[src/rtl/riscv_mem_pkg.sv]
// Shared definitions for the MEM-stage load/store unit: funct3 size codes,
// FSM states and the alignment predicate.
package riscv_mem_pkg;

    localparam logic [2:0] F3_B  = 3'b000;
    localparam logic [2:0] F3_H  = 3'b001;
    localparam logic [2:0] F3_W  = 3'b010;
    localparam logic [2:0] F3_BU = 3'b100;
    localparam logic [2:0] F3_HU = 3'b101;

    typedef enum logic [1:0] {
        IDLE,
        REQ,
        WAIT
    } lsu_state_e;

    typedef enum logic [1:0] {
        SZ_BYTE,
        SZ_HALF,
        SZ_WORD
    } mem_size_e;

    // Unlisted funct3 codes fall back to a full word access.
    function automatic mem_size_e size_of(input logic [2:0] f3);
        case (f3)
            F3_B, F3_BU: return SZ_BYTE;
            F3_H, F3_HU: return SZ_HALF;
            default:     return SZ_WORD;
        endcase
    endfunction

    function automatic logic is_unsigned(input logic [2:0] f3);
        return (f3 == F3_BU) || (f3 == F3_HU);
    endfunction

    function automatic logic is_misaligned(input logic [2:0] f3, input logic [1:0] addr_lo);
        case (size_of(f3))
            SZ_HALF: return addr_lo[0];
            SZ_WORD: return |addr_lo;
            default: return 1'b0;
        endcase
    endfunction

endpackage

[src/rtl/lsu_align.sv]
// Combinational lane logic: store byte-mask/data replication and load
// lane extraction with sign or zero extension.
module lsu_align
    import riscv_mem_pkg::*;
(
    input  logic [2:0]  i_funct3,
    input  logic [1:0]  i_addr_lo,
    input  logic [31:0] i_store_data,
    input  logic [31:0] i_rdata,
    output logic [3:0]  o_mask,
    output logic [31:0] o_wdata,
    output logic [31:0] o_load_data
);

    mem_size_e   w_size;
    logic        w_unsigned;
    logic [7:0]  w_byte;
    logic [15:0] w_half;

    always_comb begin
        w_size     = size_of(i_funct3);
        w_unsigned = is_unsigned(i_funct3);

        case (w_size)
            SZ_BYTE: begin
                o_mask  = 4'b0001 << i_addr_lo;
                o_wdata = {4{i_store_data[7:0]}};
            end
            SZ_HALF: begin
                o_mask  = i_addr_lo[1] ? 4'b1100 : 4'b0011;
                o_wdata = {2{i_store_data[15:0]}};
            end
            default: begin
                o_mask  = 4'b1111;
                o_wdata = i_store_data;
            end
        endcase

        case (i_addr_lo)
            2'd0:    w_byte = i_rdata[7:0];
            2'd1:    w_byte = i_rdata[15:8];
            2'd2:    w_byte = i_rdata[23:16];
            default: w_byte = i_rdata[31:24];
        endcase
        w_half = i_addr_lo[1] ? i_rdata[31:16] : i_rdata[15:0];

        case (w_size)
            SZ_BYTE: o_load_data = w_unsigned ? {24'd0, w_byte}
                                              : {{24{w_byte[7]}}, w_byte};
            SZ_HALF: o_load_data = w_unsigned ? {16'd0, w_half}
                                              : {{16{w_half[15]}}, w_half};
            default: o_load_data = i_rdata;
        endcase
    end

endmodule

[src/rtl/mem_stage_lsu.sv]
// MEM-stage load/store unit: issues data-memory requests, stalls the pipeline
// until each access completes and flags misalignment and bus timeouts.
module mem_stage_lsu
    import riscv_mem_pkg::*;
#(
    parameter int unsigned WAIT_LIMIT = 255
) (
    input  logic        i_clk,
    input  logic        i_rst,
    input  logic        i_valid,
    input  logic        i_mem_read,
    input  logic        i_mem_write,
    input  logic [2:0]  i_funct3,
    input  logic [31:0] i_addr,
    input  logic [31:0] i_store_data,
    output logic        o_dmem_req,
    input  logic        i_dmem_ready,
    output logic [31:0] o_dmem_addr,
    output logic        o_dmem_wen,
    output logic        o_dmem_ren,
    output logic [3:0]  o_dmem_mask,
    output logic [31:0] o_dmem_wdata,
    input  logic        i_dmem_rvalid,
    input  logic [31:0] i_dmem_rdata,
    output logic        o_stall,
    output logic        o_valid,
    output logic [31:0] o_mem_data_out,
    output logic [31:0] o_dmem_rdata,
    output logic        o_misaligned,
    output logic        o_bus_err
);

    localparam int unsigned      CNT_W     = $clog2(WAIT_LIMIT + 1);
    localparam logic [CNT_W-1:0] CNT_LIMIT = CNT_W'(WAIT_LIMIT);
    localparam logic [CNT_W-1:0] CNT_ONE   = CNT_W'(1);

    lsu_state_e       r_state;
    logic [CNT_W-1:0] r_cnt;
    logic [31:0]      r_addr;
    logic [2:0]       r_funct3;
    logic [31:0]      r_store_data;
    logic             r_is_load;

    logic        w_idle;
    logic        w_mem_op;
    logic        w_misal;
    logic        w_issue;
    logic        w_timeout;
    logic        w_accept;
    logic        w_load_done;
    logic        w_req;
    logic        w_busy;
    logic        w_valid;
    logic        w_is_load;
    logic [31:0] w_sel_addr;
    logic [2:0]  w_sel_funct3;
    logic [31:0] w_sel_sdata;
    logic [3:0]  w_mask;
    logic [31:0] w_wdata;
    logic [31:0] w_load_data;

    // In IDLE the request comes straight from EX/MEM; once issued it is
    // served from the snapshot so the bus fields cannot move under REQ.
    assign w_idle       = (r_state == IDLE);
    assign w_sel_addr   = w_idle ? i_addr       : r_addr;
    assign w_sel_funct3 = w_idle ? i_funct3     : r_funct3;
    assign w_sel_sdata  = w_idle ? i_store_data : r_store_data;
    assign w_is_load    = w_idle ? i_mem_read   : r_is_load;

    assign w_mem_op    = i_valid && (i_mem_read || i_mem_write);
    assign w_misal     = w_idle && w_mem_op && is_misaligned(i_funct3, i_addr[1:0]);
    assign w_issue     = w_idle && w_mem_op && !w_misal;
    assign w_load_done = (r_state == WAIT) && i_dmem_rvalid;
    assign w_timeout   = !w_idle && (r_cnt >= CNT_LIMIT) && !w_load_done;
    assign w_accept    = !w_timeout && i_dmem_ready && (w_issue || (r_state == REQ));
    assign w_req       = w_issue || ((r_state == REQ) && !w_timeout);
    assign w_busy      = w_issue || !w_idle;

    always_comb begin
        w_valid = 1'b0;
        case (r_state)
            IDLE:    w_valid = i_valid && (!w_mem_op || w_misal || (w_accept && !i_mem_read));
            REQ:     w_valid = w_timeout || (w_accept && !r_is_load);
            WAIT:    w_valid = w_load_done || w_timeout;
            default: w_valid = 1'b0;
        endcase
    end

    lsu_align u_align (
        .i_funct3     (w_sel_funct3),
        .i_addr_lo    (w_sel_addr[1:0]),
        .i_store_data (w_sel_sdata),
        .i_rdata      (i_dmem_rdata),
        .o_mask       (w_mask),
        .o_wdata      (w_wdata),
        .o_load_data  (w_load_data)
    );

    always_ff @(posedge i_clk or negedge i_rst) begin
        if (!i_rst) begin
            r_state      <= IDLE;
            r_cnt        <= '0;
            r_addr       <= '0;
            r_funct3     <= '0;
            r_store_data <= '0;
            r_is_load    <= 1'b0;
        end else begin
            case (r_state)
                IDLE: begin
                    r_cnt <= '0;
                    if (w_issue) begin
                        r_addr       <= i_addr;
                        r_funct3     <= i_funct3;
                        r_store_data <= i_store_data;
                        r_is_load    <= i_mem_read;
                        if (!w_accept) begin
                            r_state <= REQ;
                            r_cnt   <= CNT_ONE;
                        end else if (i_mem_read) begin
                            r_state <= WAIT;
                            r_cnt   <= CNT_ONE;
                        end
                    end
                end
                REQ: begin
                    if (w_timeout || (w_accept && !r_is_load)) begin
                        r_state <= IDLE;
                        r_cnt   <= '0;
                    end else begin
                        if (w_accept) r_state <= WAIT;
                        r_cnt <= r_cnt + CNT_ONE;
                    end
                end
                WAIT: begin
                    if (w_load_done || w_timeout) begin
                        r_state <= IDLE;
                        r_cnt   <= '0;
                    end else begin
                        r_cnt <= r_cnt + CNT_ONE;
                    end
                end
                default: begin
                    r_state <= IDLE;
                    r_cnt   <= '0;
                end
            endcase
        end
    end

    // Everything is gated by reset so an abandoned access leaves no trace
    // on the outputs while i_rst is low.
    always_comb begin
        o_dmem_req     = 1'b0;
        o_dmem_addr    = '0;
        o_dmem_wen     = 1'b0;
        o_dmem_ren     = 1'b0;
        o_dmem_mask    = '0;
        o_dmem_wdata   = '0;
        o_stall        = 1'b0;
        o_valid        = 1'b0;
        o_mem_data_out = '0;
        o_dmem_rdata   = '0;
        o_misaligned   = 1'b0;
        o_bus_err      = 1'b0;
        if (i_rst) begin
            o_dmem_req   = w_req;
            o_valid      = w_valid;
            o_stall      = w_busy && !w_valid;
            o_misaligned = w_misal;
            o_bus_err    = w_timeout;
            if (w_req) begin
                o_dmem_addr  = {w_sel_addr[31:2], 2'b00};
                o_dmem_wen   = !w_is_load;
                o_dmem_ren   = w_is_load;
                o_dmem_mask  = w_mask;
                o_dmem_wdata = w_is_load ? 32'd0 : w_wdata;
            end
            if (w_load_done) begin
                o_mem_data_out = w_load_data;
                o_dmem_rdata   = i_dmem_rdata;
            end
        end
    end

endmodule

[config.mk]
export PLATFORM = sky130hd
export DESIGN_NAME = mem_stage_lsu
export DESIGN_NICKNAME = d
export VERILOG_FILES = /design/src/rtl/riscv_mem_pkg.sv /design/src/rtl/lsu_align.sv /design/src/rtl/mem_stage_lsu.sv
export SDC_FILE = /design/constraint.sdc
export NUM_CORES = 1
export LEC_CHECK = 0
export ABC_CLOCK_PERIOD_IN_PS = 7700
export CELL_PAD_IN_SITES_DETAIL_PLACEMENT = 1
export CELL_PAD_IN_SITES_GLOBAL_PLACEMENT = 1
export CORE_ASPECT_RATIO = 0.5
export CORE_MARGIN = 2
export CORE_UTILIZATION = 34
export CTS_CLUSTER_DIAMETER = 30
export DETAILED_ROUTE_END_ITERATION = 6
export GPL_ROUTABILITY_DRIVEN = 0
export PLACE_DENSITY = 0.93
export SYNTH_ARGS = -nofsm -noshare
export SYNTH_HDL_FRONTEND = slang
export SYNTH_HIERARCHICAL = 1
export SYNTH_SLANG_ARGS = --single-unit
[constraint.sdc]
create_clock -name i_clk -period 7.7 [get_ports i_clk]
set_clock_uncertainty 0.2 [all_clocks]
set_input_delay 1.155 -clock i_clk [delete_from_list [all_inputs] [get_ports i_clk]]
set_output_delay 1.155 -clock i_clk [all_outputs]
set_load 0.005 [all_outputs]
==> impl_metrics.toml, run 1 <==
[critical_path]
slowest_delay_ps = 820
startpoint_type = "input pin"
crit_chain = "clkdlybuf4s50_1, nand2_1, nand2_1, inv_1, a32oi_4, o221ai_1, and2_1, clkdlybuf4s50_1"
timing.rr.start = "r_state[1]$_DFFE_PN0P_"
critPathLaunch = "i_funct3[0]"
crit_path_top_delay_cell = "a32oi_4"
critPathMaxFanout = 25
required_ps = 6340
crit_path_end_kind = "primary output"
arrival_ps = 4560
crit_type = "in -> out"

[outcome]
status = "finished, final reports clean"

[power]
pwr_density_cell_nw_per_um2 = 288
finalPower_mw = 2.52
power_leakage_nw = 3.73
irDropWorstVdd_mv = 0.137

[drt]
antenna_left = 0
vias = 6116
post_drt_wl_per_cell_um = 19.2
drc = 0
vias_per_cell = 5.27
drtPass1Iterations = 4
wirelength_um = 22300
drtIter0Drc = 307

[die]
io_pins = 245
rows = 34
start_util = 0.350
die_w_um = 194
core_area_um2 = 17500
die-area_um2 = 19200
die_h_um = 99.0

[sta]
finalHoldWorstSlack_ps = 305
hold_viol_final = 0
slew-limit-headroom = 0.200
fin_setup_tns_ps = 0
rsz0062_at_grt = "false"
finalSetupViolCount = 0
period_share = 0.768
period_needed_ps = 5910
finalMaxSlewViolations = 0
worstMarginPinSlew_ps = 1200
fmax_mhz = 169

[finish]
final_area_um2 = 8740
drive_gt1_frac = 0.138
regArea_um2 = 1950
finish.utilization = 0.499
n_antenna_cell = 0
syn2layout_area_growth_pct = 42.4
multi_input_area_um2 = 3720
fin_nets = 1029
fillCellCount = 2052

[logic_synthesis]
yosysTopAreaCell = "dfrtp_1"
syn_inst = 734
synth_seq_area_share = 0.318
synth_top_area_frac = 0.318
postSynth.asyncResetShare = 1.00
synth_top_cells_by_count = "nand2_1 (195), mux2_2 (86), dfrtp_1 (78)"
syn_avg_cell_area_um2 = 8.36
syn_area_um2 = 6140
synth-edff-count = 0
post-synth-top-count-cell = "nand2_1"
ys_seq_elements = 78
synthFlopType = "dfrtp_1"
synth_cell_types = 54
synth_top_cells_by_area = "dfrtp_1 (32%), mux2_2 (16%), nand2_1 (12%), and2_1 (7.0%), a21oi_1 (5.4%)"
yosys_warnings = 6

[cts]
ctsResizeCount = 0
cts_buffers = 9
worstSkewPairLatency_ps = 330
post_cts_buffers = 0
cts_hold_buf = 0
cts_buffer_depth = 2
clkSinkCount = 78
cts_max_level = 3
root_buffer = "clkbuf_16"
cts_tree = "yes"
path_clk_slew_ps = 60

[global_routing]
grt_usage = 0.228
grt_pass1_wl_um = 35300
grt_max_degree = 85
antenna_found_initial = 0
gr-total-overflow = 0
grt_pass1_vias = 6515

[placement]
dp_hpwl_um = 15800
numPortBuffers = 242
place_area_um2 = 8440

[job]
maxCapViolCount = 0

[min_path]
holdCritPathClass = "reg -> reg"
worstHoldStart = "r_addr[4]$_DFFE_PN0P_"
-- layout by cell type (no fill, tap or decap), drive strengths merged, types with 5 or more instances in the layout --
| cell | count |
|---|---|
| a22oi | 9 |
| mux2 | 87 |
| and2 | 69 |
| o21ai | 12 |
| o221ai | 8 |
| buf | 7 |
| dfrtp | 78 |
| mux2i | 15 |
| clkbuf | 12 |
| nand2b | 5 |
| nor2 | 24 |
| a21oi | 67 |
| o21bai | 5 |
| nand2 | 195 |
| and3 | 34 |
| clkdlybuf4s50 | 241 |
| a221o | 6 |
| nor2b | 5 |
-- cell families after synthesis --
group	Yosys count	share of synthesized area
XOR/XNOR	6	0.00856
buffers and inverters	76	0.0787
adder cells (fa/ha/maj)	1	0.00204
AO/OA/AOI/OAI	122	0.134
flip-flops	78	0.318
AND/OR/NAND/NOR	347	0.267
multiplexers	103	0.191
other	1	0.000611
-- sequential cells by signal, summed over array words and instances (netlist names) --
register and cells:
r_addr 32, r_cnt 8, r_funct3 3, r_is_load 1, r_state 2, r_store_data 32
-- final cells by class --
class	count	area share
clock buffers	12	0.0293
clock inverters	4	0.00515
inverters	4	0.00172
multi-input cells	581	0.425
flip-flops and latches	78	0.223
well taps	234	0.0335
repair buffers	248	0.282
-- per-layer routing --
| metal | vias to the layer above | share of wire | routed length, µm | global-route usage |
|---|---|---|---|---|
| li1 | 2857 | - | - | - |
| met1 | 3018 | 0.42 | 9280 | 0.267 |
| met2 | 194 | 0.51 | 11400 | 0.422 |
| met3 | 47 | 0.041 | 924 | 0.0352 |
| met4 | 0 | 0.034 | 752 | 0.0932 |
| met5 | - | 0 | 0 | 0 |
-- through the flow --
step | cells | worst slack (ps)
floorplan | 735 | 3920
finish | 1161 | 1790
CTS | 1161 | 1870
global placement | 1145 | 2070
detailed placement | 1145 | 1880
global route | 1161 | 1670
-- critical path, delay by kind of cell --
| kind | cells | cell delay (ps) |
|---|---|---|
| buf+inv | 3 | 1410 |
| simple gates | 3 | 870 |
| compound gates | 2 | 1100 |
-- report_power, final --
group	leakage (nW)	switching, mW	total, mW	internal (mW)
Combinational	2.64	0.750	1.37	0.625
Sequential	0.939	0.114	0.712	0.598
Clock	0.152	0.166	0.433	0.267
-- final timing paths --
path / cells after the start / to / slack (ps)
max in group asynchronous: 2 / r_store_data[13]$_DFFE_PN0P_ / 5630
worst max-delay path: 8 / o_mem_data_out[12] / 1790
worst max register to register: 4 / r_store_data[23]$_DFFE_PN0P_ / 5140
worst min register to register: 1 / r_addr[4]$_DFFE_PN0P_ / 300
worst min-delay path: 1 / r_addr[4]$_DFFE_PN0P_ / 300
min in group asynchronous: 2 / r_addr[6]$_DFFE_PN0P_ / 940
Power figures use the tool's default switching activity.
==> run 2: changes to the inputs <==
--- a/config.mk
+++ b/config.mk
@@ -5,16 +5,16 @@
 export SDC_FILE = /design/constraint.sdc
 export NUM_CORES = 1
 export LEC_CHECK = 0
-export ABC_CLOCK_PERIOD_IN_PS = 7700
+export ABC_CLOCK_PERIOD_IN_PS = 5590
 export CELL_PAD_IN_SITES_DETAIL_PLACEMENT = 1
 export CELL_PAD_IN_SITES_GLOBAL_PLACEMENT = 1
 export CORE_ASPECT_RATIO = 0.5
 export CORE_MARGIN = 2
-export CORE_UTILIZATION = 34
+export CORE_UTILIZATION = 32
 export CTS_CLUSTER_DIAMETER = 30
 export DETAILED_ROUTE_END_ITERATION = 6
 export GPL_ROUTABILITY_DRIVEN = 0
-export PLACE_DENSITY = 0.93
+export PLACE_DENSITY = 0.88
 export SYNTH_ARGS = -nofsm -noshare
 export SYNTH_HDL_FRONTEND = slang
 export SYNTH_HIERARCHICAL = 1
==> constraint.sdc (replaced) <==
create_clock -name i_clk -period 5.59 [get_ports i_clk]
set_clock_uncertainty 0.2 [all_clocks]
set_input_delay 0.8385 -clock i_clk [delete_from_list [all_inputs] [get_ports i_clk]]
set_output_delay 0.8385 -clock i_clk [all_outputs]
set_load 0.005 [all_outputs]
==> impl_metrics.toml, run 2 (same netlist as run 1, synthesis figures left out) <==
[critical_path]
slowest_delay_ps = 680
crit_path_end_kind = "primary output"
arrival_ps = 4090
crit_type = "reg -> out"
crit_path_top_delay_cell = "nor2b_1"
rr_worst_depth = 4
startpoint_type = "flip-flop"
crit_chain = "or2_2, nand2_1, nand2_2, nor2b_1, a32oi_4, o221ai_1, and2_1, clkdlybuf4s50_1"
cp_top_family = "simple AND/OR/NAND/NOR gates"
timing.rr.start = "r_state[1]$_DFFE_PN0P_"
critPathMaxFanout = 25
r2r_slack_ps = 2990
reg2reg_to = "r_store_data[4]$_DFFE_PN0P_"
required_ps = 4550
cp_num_buf_inv = 1

[sta]
period_share = 0.917
worstMarginPinSlew_ps = 1170
period_needed_ps = 5120
slew-limit-headroom = 0.215
fin_setup_tns_ps = 0
finalSetupViolCount = 0
rsz0062_at_grt = "false"
hold_viol_final = 0
finalMaxSlewViolations = 0
fmax_mhz = 195

[cts]
cts_buffers = 9
cts_tree = "yes"
path_clk_slew_ps = 60
worstSkewPairLatency_ps = 340
root_buffer = "clkbuf_16"
clkSinkCount = 78
cts_buffer_depth = 2
cts_hold_buf = 0
cts_max_level = 3
post_cts_buffers = 0
ctsResizeCount = 0

[drt]
post_drt_wl_per_cell_um = 18.7
drtIter0Drc = 230
antenna_left = 0
vias_per_cell = 5.10
drc = 0
vias = 6062
wirelength_um = 22300
drtPass1Iterations = 4

[global_routing]
grt_usage = 0.212
gr-total-overflow = 0
grt_max_degree = 73
grt_pass1_wl_um = 33800
grt_pass1_vias = 6282
antenna_found_initial = 0

[job]
maxCapViolCount = 0

[power]
finalPower_mw = 3.50
pwr_density_cell_nw_per_um2 = 397
power_leakage_nw = 3.74
irDropWorstVdd_mv = 0.232

[finish]
fillCellCount = 2168
finish.utilization = 0.474
final_area_um2 = 8810
syn2layout_area_growth_pct = 43.6
regArea_um2 = 1950
fin_nets = 1031
drive_gt1_frac = 0.141
final_cell_mix = "clkdlybuf4s50_1 (241), nand2_1 (194), mux2_2 (86), dfrtp_1 (78), and2_1 (69)"
multi_input_area_um2 = 3720
layout_commonest_cell = "clkdlybuf4s50_1"
top_regs = "r_addr (32), r_store_data (32), r_cnt (8)"

[die]
die-area_um2 = 20400
rows = 35
core_area_um2 = 18600
die_w_um = 200
start_util = 0.330
io_pins = 245
die_h_um = 102

[outcome]
status = "finished, final reports clean"

[placement]
dp_hpwl_um = 16400
place_area_um2 = 8490
numPortBuffers = 242

[min_path]
holdCritPathClass = "in -> async"
==> run 2: changes by cell type in the layout (fill, tap and decap cells not counted), sizes merged <==
cell      previous run  this run
buf                  7         9
clkbuf              12        10
clkinvlp             0         2
bufinv               1         2
clkinv               3         2
diode                0         1
==> run 2: how the worst max path moves through the flow <==
stage / from / depth (start not counted) / endpoint
final: r_state[1]$_DFFE_PN0P_ / 8 / o_mem_data_out[12]
after global routing: r_state[1]$_DFFE_PN0P_ / 8 / o_mem_data_out[12]
after CTS: r_state[1]$_DFFE_PN0P_ / 8 / o_mem_data_out[12]
after detailed placement: i_addr[1] / 9 / o_mem_data_out[12]
after global placement: i_addr[1] / 9 / o_mem_data_out[8]
after floorplan: r_state[1]$_DFFE_PN0P_ / 11 / o_mem_data_out[13]
==> run 2: through the flow <==
step / hold WS, ps / cells / setup slack, ps
CTS: 294 / 1188 / 508
detailed placement: 293 / 1172 / 680
global placement: 286 / 1172 / 894
global route: 305 / 1188 / 273
floorplan: 279 / 735 / 2180
finish: 280 / 1189 / 465
==> run 2: metal layers <==
| layer | GRT usage | share of wire |
|---|---|---|
| met1 | 0.244 | 0.40 |
| met2 | 0.404 | 0.52 |
| met3 | 0.0304 | 0.048 |
| met4 | 0.0781 | 0.028 |
| met5 | 0 | 0 |
==> run 2: final cells by class <==
cell class | count | area share
sequential | 78 | 0.221
timing repair buffer | 250 | 0.281
tap | 259 | 0.0368
clock buffer | 10 | 0.0271
multi-input combinational | 581 | 0.422
inverter | 4 | 0.00170
clock inverter | 6 | 0.00965
antenna | 1 | 0.000284
==> run 2: power breakdown <==
group | leakage, nW | internal (mW) | switching [mW]
Clock | 0.154 | 0.402 | 0.241
Sequential | 0.939 | 0.823 | 0.157
Combinational | 2.65 | 0.866 | 1.01
Total | 3.74 | 2.09 | 1.41
==> run 3: changes to the inputs <==
--- a/config.mk
+++ b/config.mk
@@ -5,7 +5,7 @@
 export SDC_FILE = /design/constraint.sdc
 export NUM_CORES = 1
 export LEC_CHECK = 0
-export ABC_CLOCK_PERIOD_IN_PS = 5590
+export ABC_CLOCK_PERIOD_IN_PS = 5600
 export CELL_PAD_IN_SITES_DETAIL_PLACEMENT = 1
 export CELL_PAD_IN_SITES_GLOBAL_PLACEMENT = 1
 export CORE_ASPECT_RATIO = 0.5
==> constraint.sdc (replaced) <==
create_clock -name i_clk -period 5.6 [get_ports i_clk]
set_clock_uncertainty 0.2 [all_clocks]
set_input_delay 0.84 -clock i_clk [delete_from_list [all_inputs] [get_ports i_clk]]
set_output_delay 0.84 -clock i_clk [all_outputs]
set_load 0.005 [all_outputs]
==> impl_metrics.toml, run 3 (same netlist as run 1, synthesis figures left out) <==
[sta]
slew-limit-headroom = 0.188
finalSetupViolCount = 0
period_share = 0.909
hold_viol_final = 0
worstMarginPinSlew_ps = 1210
finalMaxSlewViolations = 0
rsz0062_at_grt = "false"
fin_setup_tns_ps = 0
period_needed_ps = 5090
finalHoldWorstSlack_ps = 287
fmax_mhz = 196

[critical_path]
required_ps = 4560
arrival_ps = 4050
critPathLaunch = "r_state[1]$_DFFE_PN0P_"
rr_worst_depth = 4
endpoint = "o_mem_data_out[11]"
crit_path_end_kind = "primary output"
startpoint_type = "flip-flop"
timing.rr.start = "r_state[1]$_DFFE_PN0P_"
reg2reg_to = "r_addr[4]$_DFFE_PN0P_"
critPathMaxFanout = 25
r2r_slack_ps = 2970
crit_type = "reg -> out"

[power]
pwr_density_cell_nw_per_um2 = 402
power_leakage_nw = 3.76
seqPwrFrac = 0.275
power.internal_mw = 2.15
irDropWorstVdd_mv = 0.156
p_sw_frac = 0.396
clkPwrFrac = 0.195
p_sw_mw = 1.41
finalPower_mw = 3.56
combPwrFrac = 0.530

[job]
maxCapViolCount = 0

[drt]
vias_per_cell = 5.06
post_drt_wl_per_cell_um = 18.9
drtIter0Drc = 189
drc = 0
vias = 6018
antenna_left = 0
wirelength_um = 22500
drtPass1Iterations = 4

[die]
die_h_um = 102
die_w_um = 200
core_area_um2 = 18600
die-area_um2 = 20400
start_util = 0.330
io_pins = 245
rows = 35

[placement]
dp_hpwl_um = 16500
numPortBuffers = 242

[global_routing]
grt_usage = 0.216
antenna_found_initial = 0
grt_max_degree = 73
grt_pass1_vias = 6263
grt_pass1_wl_um = 34300
gr-total-overflow = 0

[cts]
cts_buffers = 9
cts_buffer_depth = 2
cts_hold_buf = 0
ctsResizeCount = 0
cts_max_level = 3
path_clk_slew_ps = 60
post_cts_buffers = 0
cts_tree = "yes"
root_buffer = "clkbuf_16"
worstSkewPairLatency_ps = 330
clkSinkCount = 78

[finish]
final_cell_mix = "clkdlybuf4s50_1 (241), nand2_1 (194), mux2_2 (86), dfrtp_1 (78), and2_1 (69)"
fillCellCount = 2173
layout_commonest_cell = "clkdlybuf4s50_1"
drive_gt1_frac = 0.139
syn2layout_area_growth_pct = 44.0
top_regs = "r_addr (32), r_store_data (32), r_cnt (8)"
fin_nets = 1031
regArea_um2 = 1950
multi_input_area_um2 = 3720

[min_path]
holdCritPathClass = "in -> async"

[outcome]
status = "finished, final reports clean"
==> run 3: cell types whose count changed in the layout (fill, tap and decap cells not counted), sizes merged <==
cell      before  now
bufinv         2    3
clkbuf        10   13
clkinv         2    0
clkinvlp       2    0
==> run 3: layer usage <==
layer  vias up  global-route usage  share of wire
li1       2863                   -              -
met1      2935               0.255           0.41
met2       188               0.414           0.52
met3        32              0.0271          0.044
met4         0              0.0684          0.023
met5         -                   0              0
==> run 3: worst min-delay path by stage <==
stage	from	to	slack [ps]	cells past startpoint
5_1_grt	i_rst	r_state[0]$_DFFE_PN0P_	310	1
4_1_cts	i_rst	r_store_data[4]$_DFFE_PN0P_	290	1
2_1_floorplan	r_addr[2]$_DFFE_PN0P_	r_addr[2]$_DFFE_PN0P_	280	1
6_report	i_rst	r_state[0]$_DFFE_PN0P_	290	1
3_3_place_gp	r_store_data[20]$_DFFE_PN0P_	r_store_data[20]$_DFFE_PN0P_	290	1
3_5_place_dp	r_addr[6]$_DFFE_PN0P_	r_addr[6]$_DFFE_PN0P_	290	1
==> run 3: power by group through the flow <==
stage                     sequential, mW  combinational [mW]  clock [mW]
after floorplan                    0.923                1.41           0
after global placement             0.951                1.81           0
after detailed placement           0.982                1.88           0
after CTS                          0.976                1.90       0.710
after global routing                1.01                2.08       0.731
final                              0.978                1.88       0.695
==> run 3: cell type report <==
| type | count | share of cell area |
|---|---|---|
| Multi-Input combinational cell | 581 | 0.420 |
| Timing Repair Buffer | 250 | 0.280 |
| Sequential cell | 78 | 0.221 |
| Tap cell | 259 | 0.0367 |
| Clock buffer | 13 | 0.0294 |
| Clock inverter | 3 | 0.0102 |
| Inverter | 4 | 0.00170 |
| Antenna cell | 1 | 0.000283 |
==> run 3: critical path: stages, from the launching register on <==
cell             delay (ps)
dfrtp_1                 550
or2_2                   530
nand2_1                 140
nand2_2                 260
nor2b_1                 680
a32oi_4                 500
o221ai_1                370
and2_1                  180
clkdlybuf4s50_1         500
==> run 3: metrics by stage <==
| step | instance area (µm²) | instances | setup WS [ps] | util |
|---|---|---|---|---|
| after global placement | 8490 | 1172 | 901 | 0.456 |
| after CTS | 8840 | 1188 | 542 | 0.475 |
| after detailed placement | 8490 | 1172 | 678 | 0.456 |
| after global routing | 8840 | 1188 | 269 | 0.475 |
| after floorplan | 6140 | 735 | 2190 | - |
| final | 8840 | 1189 | 509 | 0.475 |
